$ cat src/rtl/vram_arb_pkg.sv
// Shared types for the frame-buffer arbiter: FSM state and per-cycle grant encoding.
package vram_arb_pkg;

   typedef enum logic [1:0] {
      S_IDLE,
      S_VID,
      S_HOST_RD,
      S_HOST_WR
   } state_t;

   typedef enum logic [1:0] {
      GNT_NONE,
      GNT_VID,
      GNT_HOST
   } grant_t;

endpackage

$ cat src/rtl/vram_arbiter_if.sv
// Bundle of the scan-out, host and RAM-side signals of the frame-buffer arbiter.
interface vram_arbiter_if #(
   parameter int ADDR_WIDTH = 8,
   parameter int DATA_WIDTH = 8
);

   logic                  i_vid_valid;
   logic [ADDR_WIDTH-1:0] i_vid_addr;
   logic                  o_vid_ready;
   logic                  o_vid_rvalid;
   logic [DATA_WIDTH-1:0] o_vid_rdata;

   logic                  i_host_valid;
   logic                  i_host_write;
   logic [ADDR_WIDTH-1:0] i_host_addr;
   logic [DATA_WIDTH-1:0] i_host_wdata;
   logic                  o_host_ready;
   logic                  o_host_rvalid;
   logic [DATA_WIDTH-1:0] o_host_rdata;

   logic [ADDR_WIDTH-1:0] o_mem_addr;
   logic                  o_mem_write;
   logic [DATA_WIDTH-1:0] o_mem_wdata;
   logic [DATA_WIDTH-1:0] i_mem_rdata;

   // Arbiter side
   modport slave (
      input  i_vid_valid, i_vid_addr,
      output o_vid_ready, o_vid_rvalid, o_vid_rdata,
      input  i_host_valid, i_host_write, i_host_addr, i_host_wdata,
      output o_host_ready, o_host_rvalid, o_host_rdata,
      output o_mem_addr, o_mem_write, o_mem_wdata,
      input  i_mem_rdata
   );

   // Requester / RAM side
   modport master (
      output i_vid_valid, i_vid_addr,
      input  o_vid_ready, o_vid_rvalid, o_vid_rdata,
      output i_host_valid, i_host_write, i_host_addr, i_host_wdata,
      input  o_host_ready, o_host_rvalid, o_host_rdata,
      input  o_mem_addr, o_mem_write, o_mem_wdata,
      output i_mem_rdata
   );

endinterface

$ cat src/rtl/vram_arb_grant.sv
// Per-cycle grant decision: scan-out first unless the host is being forced through.
module vram_arb_grant
   import vram_arb_pkg::*;
(
   input  logic   vid_valid,
   input  logic   host_valid,
   input  logic   force_host,
   output grant_t grant
);

   always_comb begin
      grant = GNT_NONE;
      if (vid_valid && !force_host) begin
         grant = GNT_VID;
      end else if (host_valid) begin
         grant = GNT_HOST;
      end
   end

endmodule

$ cat src/rtl/vram_arbiter.sv
// Single-port frame-buffer arbiter: scan-out priority, host in idle cycles.
// Optional starvation guard enabled by defining VRAM_ARB_STARVE_GUARD_EN.
module vram_arbiter
   import vram_arb_pkg::*;
#(
   parameter int ADDR_WIDTH   = 8,
   parameter int DATA_WIDTH   = 8,
   parameter int STARVE_LIMIT = 4
) (
   input logic           i_clk,
   input logic           i_rst_n,
   vram_arbiter_if.slave bus
);

   grant_t                grant;
   logic                  force_host;
   state_t                state_q, state_d;
   logic [ADDR_WIDTH-1:0] mem_addr_q, mem_addr_d;
   logic                  mem_write_q, mem_write_d;
   logic [DATA_WIDTH-1:0] mem_wdata_q, mem_wdata_d;
   logic                  vid_rvalid_q, host_rvalid_q;

   vram_arb_grant u_grant (
      .vid_valid  (bus.i_vid_valid),
      .host_valid (bus.i_host_valid),
      .force_host (force_host),
      .grant      (grant)
   );

`ifdef VRAM_ARB_STARVE_GUARD_EN
   localparam logic [7:0] LIMIT = 8'(STARVE_LIMIT);
   logic [7:0] starve_cnt;

   assign force_host = bus.i_host_valid && (starve_cnt == LIMIT);

   always_ff @(posedge i_clk or negedge i_rst_n) begin
      if (!i_rst_n) begin
         starve_cnt <= '0;
      end else if (!bus.i_host_valid || grant == GNT_HOST) begin
         starve_cnt <= '0;
      end else if (grant == GNT_VID && starve_cnt != 8'hFF) begin
         starve_cnt <= starve_cnt + 8'd1;
      end
   end
`else
   // Strict priority: the limit has no effect in this build
   assign force_host = (STARVE_LIMIT < 0);
`endif

   always_ff @(posedge i_clk or negedge i_rst_n) begin
      if (!i_rst_n) state_q <= S_IDLE;
      else          state_q <= state_d;
   end

   always_comb begin
      state_d = S_IDLE;
      case (grant)
         GNT_VID:  state_d = S_VID;
         GNT_HOST: state_d = bus.i_host_write ? S_HOST_WR : S_HOST_RD;
         default:  state_d = S_IDLE;
      endcase
   end

   // Command stage: idle cycles hold address/data and drop the write enable
   always_comb begin
      mem_addr_d  = mem_addr_q;
      mem_wdata_d = mem_wdata_q;
      mem_write_d = 1'b0;
      case (grant)
         GNT_VID: mem_addr_d = bus.i_vid_addr;
         GNT_HOST: begin
            mem_addr_d  = bus.i_host_addr;
            mem_write_d = bus.i_host_write;
            if (bus.i_host_write) mem_wdata_d = bus.i_host_wdata;
         end
         default: ;
      endcase
   end

   always_ff @(posedge i_clk or negedge i_rst_n) begin
      if (!i_rst_n) begin
         mem_addr_q    <= '0;
         mem_write_q   <= 1'b0;
         mem_wdata_q   <= '0;
         vid_rvalid_q  <= 1'b0;
         host_rvalid_q <= 1'b0;
      end else begin
         mem_addr_q    <= mem_addr_d;
         mem_write_q   <= mem_write_d;
         mem_wdata_q   <= mem_wdata_d;
         // Return stage: RAM data lands one edge after the command edge
         vid_rvalid_q  <= (state_q == S_VID);
         host_rvalid_q <= (state_q == S_HOST_RD);
      end
   end

   // Ready is masked during reset so nothing is accepted while held
   assign bus.o_vid_ready   = i_rst_n && (grant == GNT_VID);
   assign bus.o_host_ready  = i_rst_n && (grant == GNT_HOST);
   assign bus.o_mem_addr    = mem_addr_q;
   assign bus.o_mem_write   = mem_write_q;
   assign bus.o_mem_wdata   = mem_wdata_q;
   assign bus.o_vid_rvalid  = vid_rvalid_q;
   assign bus.o_host_rvalid = host_rvalid_q;
   assign bus.o_vid_rdata   = vid_rvalid_q  ? bus.i_mem_rdata : '0;
   assign bus.o_host_rdata  = host_rvalid_q ? bus.i_mem_rdata : '0;

endmodule

$ cat src/flat_wrapper.sv
// flat-port wrapper written by rule: the top's interface ports become plain ports
module vram_arbiter_flat import vram_arb_pkg::*;
#(
   parameter int ADDR_WIDTH   = 8,
   parameter int DATA_WIDTH   = 8,
   parameter int STARVE_LIMIT = 4
)
  (i_clk, i_rst_n, bus_i_vid_valid, bus_i_vid_addr, bus_o_vid_ready, bus_o_vid_rvalid, bus_o_vid_rdata, bus_i_host_valid, bus_i_host_write, bus_i_host_addr, bus_i_host_wdata, bus_o_host_ready, bus_o_host_rvalid, bus_o_host_rdata, bus_o_mem_addr, bus_o_mem_write, bus_o_mem_wdata, bus_i_mem_rdata);
  vram_arbiter_if #(.ADDR_WIDTH(ADDR_WIDTH), .DATA_WIDTH(DATA_WIDTH)) bus_i ();
  input logic i_clk;
  input logic i_rst_n;
  input wire logic [$bits(bus_i.i_vid_valid)-1:0] bus_i_vid_valid;
  input wire logic [$bits(bus_i.i_vid_addr)-1:0] bus_i_vid_addr;
  output wire logic [$bits(bus_i.o_vid_ready)-1:0] bus_o_vid_ready;
  output wire logic [$bits(bus_i.o_vid_rvalid)-1:0] bus_o_vid_rvalid;
  output wire logic [$bits(bus_i.o_vid_rdata)-1:0] bus_o_vid_rdata;
  input wire logic [$bits(bus_i.i_host_valid)-1:0] bus_i_host_valid;
  input wire logic [$bits(bus_i.i_host_write)-1:0] bus_i_host_write;
  input wire logic [$bits(bus_i.i_host_addr)-1:0] bus_i_host_addr;
  input wire logic [$bits(bus_i.i_host_wdata)-1:0] bus_i_host_wdata;
  output wire logic [$bits(bus_i.o_host_ready)-1:0] bus_o_host_ready;
  output wire logic [$bits(bus_i.o_host_rvalid)-1:0] bus_o_host_rvalid;
  output wire logic [$bits(bus_i.o_host_rdata)-1:0] bus_o_host_rdata;
  output wire logic [$bits(bus_i.o_mem_addr)-1:0] bus_o_mem_addr;
  output wire logic [$bits(bus_i.o_mem_write)-1:0] bus_o_mem_write;
  output wire logic [$bits(bus_i.o_mem_wdata)-1:0] bus_o_mem_wdata;
  input wire logic [$bits(bus_i.i_mem_rdata)-1:0] bus_i_mem_rdata;
  assign bus_i.i_vid_valid = bus_i_vid_valid;
  assign bus_i.i_vid_addr = bus_i_vid_addr;
  assign bus_o_vid_ready = bus_i.o_vid_ready;
  assign bus_o_vid_rvalid = bus_i.o_vid_rvalid;
  assign bus_o_vid_rdata = bus_i.o_vid_rdata;
  assign bus_i.i_host_valid = bus_i_host_valid;
  assign bus_i.i_host_write = bus_i_host_write;
  assign bus_i.i_host_addr = bus_i_host_addr;
  assign bus_i.i_host_wdata = bus_i_host_wdata;
  assign bus_o_host_ready = bus_i.o_host_ready;
  assign bus_o_host_rvalid = bus_i.o_host_rvalid;
  assign bus_o_host_rdata = bus_i.o_host_rdata;
  assign bus_o_mem_addr = bus_i.o_mem_addr;
  assign bus_o_mem_write = bus_i.o_mem_write;
  assign bus_o_mem_wdata = bus_i.o_mem_wdata;
  assign bus_i.i_mem_rdata = bus_i_mem_rdata;
  vram_arbiter #(.ADDR_WIDTH(ADDR_WIDTH), .DATA_WIDTH(DATA_WIDTH), .STARVE_LIMIT(STARVE_LIMIT)) u_core (.i_clk(i_clk), .i_rst_n(i_rst_n), .bus(bus_i));
endmodule
$ cat config.mk
export PLATFORM = sky130hd
export DESIGN_NAME = vram_arbiter_flat
export DESIGN_NICKNAME = d
export VERILOG_FILES = /design/src/rtl/vram_arb_pkg.sv /design/src/rtl/vram_arbiter_if.sv /design/src/rtl/vram_arb_grant.sv /design/src/rtl/vram_arbiter.sv /design/src/flat_wrapper.sv
export SDC_FILE = /design/constraint.sdc
export NUM_CORES = 1
export LEC_CHECK = 0
export BUFFER_PORTS_ARGS = -buffer_cell sky130_fd_sc_hd__buf_2
export CORE_MARGIN = 2
export CORE_UTILIZATION = 42
export DETAILED_ROUTE_END_ITERATION = 7
export PLACE_DENSITY = 0.84
export SLEW_MARGIN = 25
export SYNTH_ARGS = -nofsm -noshare
export SYNTH_HDL_FRONTEND = slang
export SYNTH_SLANG_ARGS = --single-unit
$ cat constraint.sdc
create_clock -name i_clk -period 1.23 [get_ports i_clk]
set_input_delay 0.0615 -clock i_clk [delete_from_list [all_inputs] [get_ports i_clk]]
set_output_delay 0.0615 -clock i_clk [all_outputs]
set_load 0.02 [all_outputs]
# Word-level counts from Yosys, hierarchy flattened
# Cells that the tools add are included.
classes:
  reduce_logical: 4
  n_eq_ne: 4
  n_mux: 8
op_table:
  columns: ["cell", "n"]
  rows:
  - ["$mux 8", 2]
  - ["$pmux 8 s2", 1]
  - ["$eq 2x1->1 const B", 2]
  - ["$eq 2x2->1 const B", 2]
  - ["$mux 2", 2]
  - ["$pmux 2 s2", 1]
  - ["$logic_and 1x1->1", 2]
  - ["$mux 1", 2]
  - ["$reduce_and 2->1", 1]
  - ["$reduce_bool 2->1", 1]
totals:
  word_cells: 22
  out_inout_bits: 37
  input_bits: 37
  reg_bits: 21

# Depth between registers and ports, before layout
# Gate-level depths: netlist of the first run.
logic_depth:
  ltp_word: 4
  mapped_depth: 4
  mapped_depth_nobuf: 2

# Cells and area by module
# From an unflattened synthesis of the first run, not the netlist that was laid out.
hier_totals:
  cells_unflattened: 87
  area_unflattened_um2: 999.7
modules_own_cells:
  columns: ["module", "cells_per_inst", "n_inst", "seq_area_each_um2", "area_per_inst_um2"]
  rows:
  - ["vram_arbiter", 85, 1, 525.5, 977.2]
  - ["vram_arb_grant", 2, 1, 0.0, 22.5]

# Worst setup path after synthesis of the first run
# No wires, ideal clock.
synth_timing:
  path_type: "reg-to-output"
  from: "register u_core.host_rvalid_q, in the netlist u_core.bus.o_host_rvalid"
  to: "output port bus_o_host_rdata[7]"
  n_path_buf: 0
  slack_ps: 396
  required_time_ps: 1168
  arrival_time_ps: 772
  path_stages_with_launch: 2
  path_cell_list: "dfrtp_1 and2_1"
synth_between:
  elab_chain_cells: 1
synth_lines:
  columns: ["element", "line", "source"]
  rows:
  - ["start, declared", "vram_arbiter.sv:21", "logic vid_rvalid_q, host_rvalid_q;"]
  - ["start signal, assigned", "vram_arbiter.sv:93", "host_rvalid_q <= (state_q == S_HOST_RD);"]
  - ["$mux 8", "vram_arbiter.sv:106", "assign bus.o_host_rdata = host_rvalid_q ? bus.i_mem_rdata : '0;"]
  - ["end, declared", "flat_wrapper.sv:23", "output wire logic [$bits(bus_i.o_host_rdata)-1:0] bus_o_host_rdata;"]
# Every way passes these cells.

# Worst setup path after layout of the first run
layout_timing:
  from: "input port i_rst_n"
  to: "output port bus_o_vid_ready"
layout_between:
  elab_chain_cells: 1
layout_lines:
  columns: ["element", "line", "source"]
  rows:
  - ["start, declared", "flat_wrapper.sv:11", "input logic i_rst_n;"]
  - ["$logic_and 1x1->1", "vram_arbiter.sv:98", "assign bus.o_vid_ready = i_rst_n && (grant == GNT_VID);"]
  - ["end, declared", "flat_wrapper.sv:14", "output wire logic [$bits(bus_i.o_vid_ready)-1:0] bus_o_vid_ready;"]
# Every way passes these cells.

==> metrics, run 1 <==
synthesis-stage register bit count 21; number of port buffers 73; layout cells sized above 1 51.2%; ANT nets after route 0; Multi-input gate area around 430 µm²; DRT iter0 DRCs 1; Pwr Density 1060 nW/µm²; Final Skew 0.000165 ns; DIE AREA 2740 µm²; CP max-delay cell dlygate4sd3_1; Overflow after GRT 0; core area 2210 µm²; Routed WL per cell 12.5 µm; final hold vios 0; 1st-pass router iterations 2; Hold Path Class input pin to register; antenna violations before repair 0; Crit Path Class input pin to output port; synthesized area approximately 980 µm²; crit path cell chain dlygate4sd3_1, clkbuf_4, and2_1, buf_2; placer's final routability congestion estimate 0.627; crit-path max cell delay 0.54 ns; Synth cell types 13; Post-Syn Nets about 120; Worst-path clk slew 0.12 ns; Register Area 526 µm²; Syn Area/Cell 12.3 µm²; Worst EP arrival about 1.1 ns; RSZ-0062 raised after global routing no; vias in the first global route 984; first-pass GRT wire length approximately 4000 µm; Layout Utilization a little over two thirds; setup TNS 0 ns; Finish-stage setup viols 0; I/O pins 74; H-tree depth 1; FMAX approximately 860 MHz; GRT Overall Usage 19.4%; Die Y 52.3 µm; total CTS buffers 3; max-cap violations 0; delay-heaviest family, CP buffers and inverters; CTS tree done; total power 1.67 mW; row cnt 17; clock sink count 21; final WL 2510 µm; Residual DRC 0; largest net degree at the start of global routing 17; Final Critical Period 1.16 ns; Antenna Cells 0; Worst-Skew Late Latency 0.28 ns; P&R area growth vs syn 59.6%; Initial Util 44.3%; Pleak 0.903 nW; Die Wd 52.3 µm; clk buf depth 2; critical path endpoint category output port; worst slew pin tran ~0.32 ns; Rel. slew slack just under 80%; CP Launch Type input pin; synthesis warning total 0; Peak VDD IR 0.647 mV; DP HPWL 1920 µm; routed vias/inst 4.67; Nets 210; Tcrit/Tclk final 94.5%; vias 933; post-CTS setup buffers 0; Slew Limit Fails 0; CTS Root Cell clkbuf_4; status finished, final reports clean; crit path max fanout 8; Post-Synthesis Cells 80; post-synthesis sequential area ratio a little over half; fill cell count 146; WP buf/inv 3; CP Data Required Time 1.17 ns
==> cells in the final DEF, fill, tap and decap left out, drive strengths merged, types with 2 or more instances in the layout <==
cell	Yosys	final
buf	3	74
and2	18	18
o21ai	8	8
nand2	8	8
dfrtp	21	21
mux2	8	8
mux2i	8	8
nor2b	2	2
clkbuf	0	4
dlygate4sd3	0	16
==> metal layers <==
metal | wire [µm] | GRT usage, %
met1 | 910 | 18.5
met2 | 1340 | 41.3
met3 | 252 | 3.71
met4 | 11 | 3.85
met5 | 0 | 0
==> report_power, final <==
part           internal [mW]  total (mW)  switching [mW]  leakage, nW
Combinational          0.258       0.531           0.272        0.631
Sequential             0.773       0.825          0.0521        0.254
Clock                  0.121       0.311           0.191       0.0177
==> area by class of cell <==
cell class              instances  area share (%)
clock buffers                   3            1.44
well taps                      28            2.24
flip-flops and latches         21            33.6
clock inverters                 1           0.320
repair buffers                 91            34.7
multi-input cells              55            27.5
inverters                       1           0.240
==> flip-flops by register name (all words and copies together), names as in the netlist <==
register                  cells
u_core.bus.o_mem_addr         8
u_core.bus.o_mem_wdata        8
u_core.state_q                2
u_core.bus.o_host_rvalid      1
u_core.bus.o_mem_write        1
u_core.bus.o_vid_rvalid       1
==> timing repair <==
action | 4_1_cts | 5_1_grt
setup endpoints to repair | 0 | 1
gates resized for setup | 0 | 1
hold buffers | 16 | 0
hold endpoints to repair | 36 | 0
==> final timing paths <==
kind / to / depth (start not counted) / slack [ns] / startpoint
max: bus_o_vid_ready / 4 / 0.07 / i_rst_n
min: u_core.bus.o_mem_wdata[0] / 2 / 0.01 / bus_i_host_wdata[0]
max reg2reg: u_core.bus.o_mem_wdata[3] / 1 / 0.45 / u_core.bus.o_mem_wdata[3]
min reg2reg: u_core.bus.o_vid_rvalid / 1 / 0.42 / u_core.state_q[1]
max in group asynchronous: u_core.state_q[0] / 3 / 0.69 / i_rst_n
min in group asynchronous: u_core.bus.o_mem_addr[3] / 2 / 0.13 / i_rst_n
==> synth_stat cells <==
cell type	number	area share [%]
and2b_1	1	0.77
buf_6	1	1.1
o21ai_1	8	4.1
nor2b_1	2	1.3
mux2_4	8	12
nand3b_4	1	2.0
dfrtp_1	21	54
buf_2	2	1.0
a21o_1	1	0.77
mux2i_1	8	8.2
and2_1	18	11
inv_1	1	0.38
nand2_1	8	3.1
==> cells by family after synthesis <==
| logic type | count (synthesis) | share of synthesized area (%) |
|---|---|---|
| and+or+nand+nor | 30 | 18.6 |
| DFF | 21 | 53.6 |
| muxes | 16 | 20.4 |
| AOI/OAI and AO/OA | 9 | 4.85 |
| buffers and inverters | 4 | 2.55 |
==> through the flow <==
step / area (µm²) / setup slack [ns] / std cells / hold WS, ns
floorplan: 981 / 0.396 / 80 / -0.234
global placement: 1380 / 0.224 / 180 / -0.104
detailed placement: 1380 / 0.172 / 180 / -0.100
CTS: 1560 / 0.0646 / 200 / 0.00534
global route: 1570 / 0.0205 / 200 / 0.00111
finish: 1570 / 0.0674 / 200 / 0.0103
Note: power is estimated with default switching activity, not from simulation.
==> run 2: changes to the inputs <==
--- a/config.mk
+++ b/config.mk
@@ -5,11 +5,12 @@
 export SDC_FILE = /design/constraint.sdc
 export NUM_CORES = 1
 export LEC_CHECK = 0
+export ABC_CLOCK_PERIOD_IN_PS = 1230
 export BUFFER_PORTS_ARGS = -buffer_cell sky130_fd_sc_hd__buf_2
 export CORE_MARGIN = 2
 export CORE_UTILIZATION = 42
 export DETAILED_ROUTE_END_ITERATION = 7
-export PLACE_DENSITY = 0.84
+export PLACE_DENSITY_LB_ADDON = 0.05
 export SLEW_MARGIN = 25
 export SYNTH_ARGS = -nofsm -noshare
 export SYNTH_HDL_FRONTEND = slang
==> run 2 against run 1 <==
Compared with the run above: sequential share of layout area shrank 0.45 points; wire length fell by 15%; cell area increased by 1.6%; critical path type is now register to output port; largest cell class unchanged.
==> metrics, run 2 (same netlist as run 1, synthesis figures left out) <==
clock sink count 21 (unchanged); DP Worst Slack 0.320 ns (+0.147 ns); FMAX 880 MHz (+2.3%); vias 894 (-4.2%); Pwr Density 1040 nW/µm² (-2.3%); Finish-stage setup viols 0 (unchanged); Slew Limit Fails 0 (unchanged); status finished, final reports clean; RSZ-0062 raised after global routing no; Crit Path Class register to output port; worst r2r dst u_core.bus.o_mem_wdata[7]; CP Data Required Time 1.17 ns (about the same); worst slew pin tran 0.410 ns (+0.0857 ns); max-cap violations 0 (unchanged); number of port buffers 73 (unchanged); Worst-path clk slew 0.10 ns (-0.02 ns); P_int 1.16 mW (+0.95%); setup TNS 0 ns (unchanged); Rel. slew slack 72.6% (-5.8 points); Antenna Cells 0 (unchanged); Layout Utilization 71.9% (+1.1 points); Routed WL per cell 10.5 µm (-16%); final WL 2140 µm (-15%); RR Startpoint u_core.bus.o_mem_wdata[7]; met3 wire len 204 µm (-19%); Clock Power Share 18.4% (-0.3 points); Hold Path Class input pin to register; beginning of the worst hold path bus_i_host_addr[2]; largest net degree at the start of global routing 20 (+3); post-CTS setup buffers 0 (unchanged); Nets 213 (+1.4%); DRT iter0 DRCs 7 (+6); WL met1 869 µm (-4.5%); Worst EP arrival 1.08 ns (-0.02 ns); Die Wd 52.3 µm (unchanged); Die Y 52.3 µm (unchanged); 1st-pass router iterations 4 (+2); Worst Reg-to-Reg Cells 1 (unchanged); GRT Overall Usage 17.1% (-2.4 points); Worst-Skew Late Latency 0.28 ns (about the same); H-tree depth 1 (unchanged); first-pass GRT wire length 3410 µm (-14%); DP HPWL 1600 µm (-16%); Initial Util 44.3% (unchanged); Final Skew 0.000171 ns (+0.00000591 ns); CP Launch Type register; dpl cell area 1380 µm² (+0.55%); CTS Root Cell clkbuf_4; routed vias/inst 4.40 (-5.6%); post-route cell area 1590 µm² (+1.6%); core area 2210 µm² (unchanged); Peak VDD IR 0.847 mV (+31%); commonest non-fill, non-tap cell in the layout buf_2; DIE AREA 2740 µm² (unchanged); antenna violations before repair 0 (unchanged); R2R Setup Slk 0.47 ns (+0.02 ns); most frequent cells in the layout 73 x buf_2, 20 x dfrtp_1, 18 x and2_1, 18 x dlygate4sd3_1; Pleak 0.912 nW (+0.97%); Switching Share 29.7% (-1.2 points); critical path endpoint category output port; max layer used met4; Overflow after GRT 0 (unchanged); WHS Path Cells 3 (+1); Worst Hold End u_core.bus.o_mem_addr[2]; I/O pins 74 (unchanged); Flop pwr share 49.5% (about the same); Residual DRC 0 (unchanged); row cnt 17 (unchanged); setup ws final 0.0930 ns (+0.0257 ns); P&R area growth vs syn 62.1%; Logic pwr share 32.1% (+0.3 points); layout cells sized above 1 50.9% (-0.31 points); switching power 491 µW (-4.6%); vias in the first global route 817 (-17%); Final Critical Period 1.14 ns (-0.0257 ns); final hold vios 0 (unchanged); routed length on met2 1040 µm (-22%); placer's final routability congestion estimate 0.628 (+0.16%); crit path max fanout 9 (+1); ANT nets after route 0 (unchanged); total CTS buffers 3 (unchanged); clk buf depth 2 (unchanged); CTS tree done; Tcrit/Tclk final 92.4% (-2.1 points)
## run 2: changes by cell type in the layout (fill, tap and decap cells not counted)
cell / previous run / this run
buf_4: 2 / 3
buf_2: 72 / 73
dlygate4sd3_1: 16 / 18
dfrtp_1: 21 / 20
clkbuf_4: 4 / 3
clkinv_2: 1 / 0
clkbuf_1: 0 / 1
dfrtp_2: 0 / 1
## run 2: area by class of cell
cell class | instances | area (µm²)
clock buffer | 4 | 26.3
fill | 170 | 622
inverter | 1 | 3.75
multi-input combinational | 55 | 430
sequential | 21 | 527
tap | 28 | 35.0
timing repair buffer | 94 | 568
## run 2: critical path: stages, from the launching register on
cell and delay (ns):
dfrtp_1 0.45, and2_1 0.19, buf_2 0.15
## run 2: metal layers
layer | vias up | GRT usage (%)
met4 | 0 | 7.69
met2 | 42 | 28.5
met3 | 2 | 4.00
met1 | 397 | 20.8
li1 | 453 | -
met5 | - | 0
## run 2: per-stage QoR
stage | cells | total power [mW] | hold slack (ns)
after floorplan | 80 | 1.12 | -0.234
after global placement | 181 | 1.31 | -0.0650
after detailed placement | 181 | 1.32 | -0.0674
after CTS | 202 | 1.68 | 0.0215
after global routing | 203 | 1.77 | 0.0226
final | 203 | 1.65 | 0.0440
## run 2: power by group through the flow
stage	clock network, mW	registers, mW	logic (mW)
final	0.305	0.819	0.531
after global routing	0.362	0.833	0.573
after CTS	0.322	0.820	0.534
after detailed placement	0	0.831	0.493
after global placement	0	0.829	0.486
after floorplan	0	0.930	0.193
## run 2: repair_timing
item / in CTS / in global routing
hold endpoints to repair: 37 / 1
hold buffers: 17 / 1
gates resized for setup: 0 / 1
endpoints found under the setup margin: 0 / 1
## run 2: how the worst max path moves through the flow
| stage | start | endpoint | slack [ns] |
|---|---|---|---|
| 2_1_floorplan | u_core.bus.o_host_rvalid | bus_o_host_rdata[7] | 0.40 |
| 3_3_place_gp | bus_i_vid_valid | bus_o_host_ready | 0.31 |
| 3_5_place_dp | bus_i_vid_valid | bus_o_host_ready | 0.32 |
| 4_1_cts | u_core.bus.o_host_rvalid | bus_o_host_rdata[0] | 0.07 |
| 5_1_grt | u_core.bus.o_host_rvalid | bus_o_host_rdata[3] | 0.007 |
| 6_report | u_core.bus.o_host_rvalid | bus_o_host_rdata[0] | 0.09 |
==> run 3: changes to the inputs <==
--- a/config.mk
+++ b/config.mk
@@ -5,10 +5,10 @@
 export SDC_FILE = /design/constraint.sdc
 export NUM_CORES = 1
 export LEC_CHECK = 0
-export ABC_CLOCK_PERIOD_IN_PS = 1230
+export ABC_CLOCK_PERIOD_IN_PS = 1300
 export BUFFER_PORTS_ARGS = -buffer_cell sky130_fd_sc_hd__buf_2
 export CORE_MARGIN = 2
-export CORE_UTILIZATION = 42
+export CORE_UTILIZATION = 39
 export DETAILED_ROUTE_END_ITERATION = 7
 export PLACE_DENSITY_LB_ADDON = 0.05
 export SLEW_MARGIN = 25
==> constraint.sdc (replaced) <==
create_clock -name i_clk -period 1.3 [get_ports i_clk]
set_input_delay 0.065 -clock i_clk [delete_from_list [all_inputs] [get_ports i_clk]]
set_output_delay 0.065 -clock i_clk [all_outputs]
set_load 0.02 [all_outputs]
==> run 3 against run 2 <==
Compared with the run above: die area increased by 7.1%; critical path depth increased by 2; clock power decreased by 4%; critical endpoint is now bus_o_vid_ready; highest routed layer unchanged.
==> metrics, run 3 (same netlist as run 1, synthesis figures left out) <==
WP buf/inv 3 (+2); clock sink count 21 (unchanged); FMAX between 800 and 900 MHz; crit path cell chain dlygate4sd3_1, buf_2, and2_1, buf_2; Antenna Cells 0 (unchanged); max-cap violations 0 (unchanged); CP Data Required Time 1.24 ns (+0.07 ns); Finish-stage setup viols 0 (unchanged); dpl cell area 1390 µm² (+0.72%); 1st-pass router iterations 3 (-1); Die Y 54.2 µm (+3.5%); I/O pins 74 (unchanged); Worst-path clk slew 0.11 ns (about the same); post-route cell area 1600 µm² (+0.55%); GRT Overall Usage 14.5% (-2.6 points); vias in the first global route 735 (-10%); most frequent CP cell buf_2; Peak VDD IR 0.830 mV (-2.0%); Tcrit/Tclk final 89.7%; total CTS buffers 3 (unchanged); post-cts sizing count 0 (unchanged); Final Critical Period around 1.2 ns; DP HPWL 1650 µm (+2.6%); critical path endpoint category output port; placed insts 184 (+1.7%); layout cells sized above 1 50.6% (-0.29 points); setup TNS 0 ns (unchanged); Die Wd 54.2 µm (+3.5%); routed vias/inst 4.39 (-0.24%); Final Non-Filler Cells 206 (+1.5%); Nets 214 (+0.47%); antenna violations before repair 0 (unchanged); ANT nets after route 0 (unchanged); DIE AREA 2930 µm² (+7.1%); Routed WL per cell 10.6 µm (+0.85%); Crit Path Class input pin to output port; core area 2430 µm² (+10%); crit-path max cell delay 0.53 ns (+0.08 ns); total power 1.57 mW (-5.0%); most frequent cells in the layout 73 x buf_2, 21 x dfrtp_1, 18 x and2_1, 18 x dlygate4sd3_1; status finished, final reports clean; Slew Limit Fails 0 (unchanged); vias 905 (+1.2%); first-pass GRT wire length 3020 µm (-12%); Rel. slew slack 87.0% (+14 points); delay-heaviest family, CP buffers and inverters; Final Skew 0.00778 ns (+0.00761 ns); final hold vios 0 (unchanged); commonest non-fill, non-tap cell in the layout buf_2; Residual DRC 0 (unchanged); H-tree depth 1 (unchanged); Worst EP arrival 1.10 ns (+0.02 ns); clk buf depth 2 (unchanged); P&R area growth vs syn 63.0%; CP max-delay cell dlygate4sd3_1; crit path max fanout 9 (unchanged); CTS Root Cell clkbuf_4; post-CTS setup buffers 0 (unchanged); Overflow after GRT 0 (unchanged); row cnt 18 (+1); number of port buffers 73 (unchanged); RSZ-0062 raised after global routing no; Hold Path Class input pin to register; Pleak 0.918 nW (+0.64%); Initial Util 40.3% (-4.0 points); worst slew pin tran 0.195 ns (-0.215 ns); CTS tree done; Pwr Density 983 nW/µm² (-5.5%); Worst-Skew Late Latency 0.29 ns (about the same); placer's final routability congestion estimate 0.585 (-6.8%); final WL 2190 µm (+2.3%); DRT iter0 DRCs 3 (-4); CP Launch Type input pin; largest net degree at the start of global routing 18 (-10%)
## run 3: repair_timing
item	4_1_cts	5_1_grt
hold buffers	17	1
endpoints found under the setup margin	0	0
hold endpoints to repair	37	1
## run 3: layout make-up
type	instances	area, µm²
clock buffers	4	26.3
fillers	193	833
inverters	1	3.75
multi-input cells	55	430
flip-flops and latches	21	526
well taps	30	37.5
repair buffers	95	576
## run 3: report_power, final
part           leakage (nW)  switching (mW)  total, mW  internal (mW)
Clock                0.0150           0.172      0.292          0.119
Combinational         0.649           0.253      0.504          0.251
Sequential            0.254          0.0447      0.776          0.731
## run 3: per-layer routing
metal / track usage (%) / part of all wire (%)
met5: 0 / 0
met4: 3.75 / 0.46
met3: 5.56 / 9.9
met2: 26.3 / 49
met1: 15.6 / 41
## run 3: final timing paths
| kind | start | to | slack [ns] | cells after the start |
|---|---|---|---|---|
| max in group asynchronous | i_rst_n | u_core.bus.o_mem_wdata[3] | 0.81 | 3 |
| worst min register to register | u_core.state_q[1] | u_core.bus.o_vid_rvalid | 0.42 | 1 |
| worst min-delay path | bus_i_host_write | u_core.state_q[0] | 0.03 | 2 |
| worst max-delay path | i_rst_n | bus_o_vid_ready | 0.13 | 4 |
| min in group asynchronous | i_rst_n | u_core.state_q[1] | 0.13 | 2 |
| worst max register to register | u_core.bus.o_mem_wdata[6] | u_core.bus.o_mem_wdata[6] | 0.53 | 1 |
## run 3: through the flow
stage	hold slack, ns	util, %	worst slack [ns]
after floorplan	-0.231	-	0.463
after global placement	-0.0894	57.3	0.407
after detailed placement	-0.0878	57.3	0.386
after CTS	0.00870	65.3	0.123
after global routing	0.00447	65.7	0.0735
final	0.0250	65.7	0.134
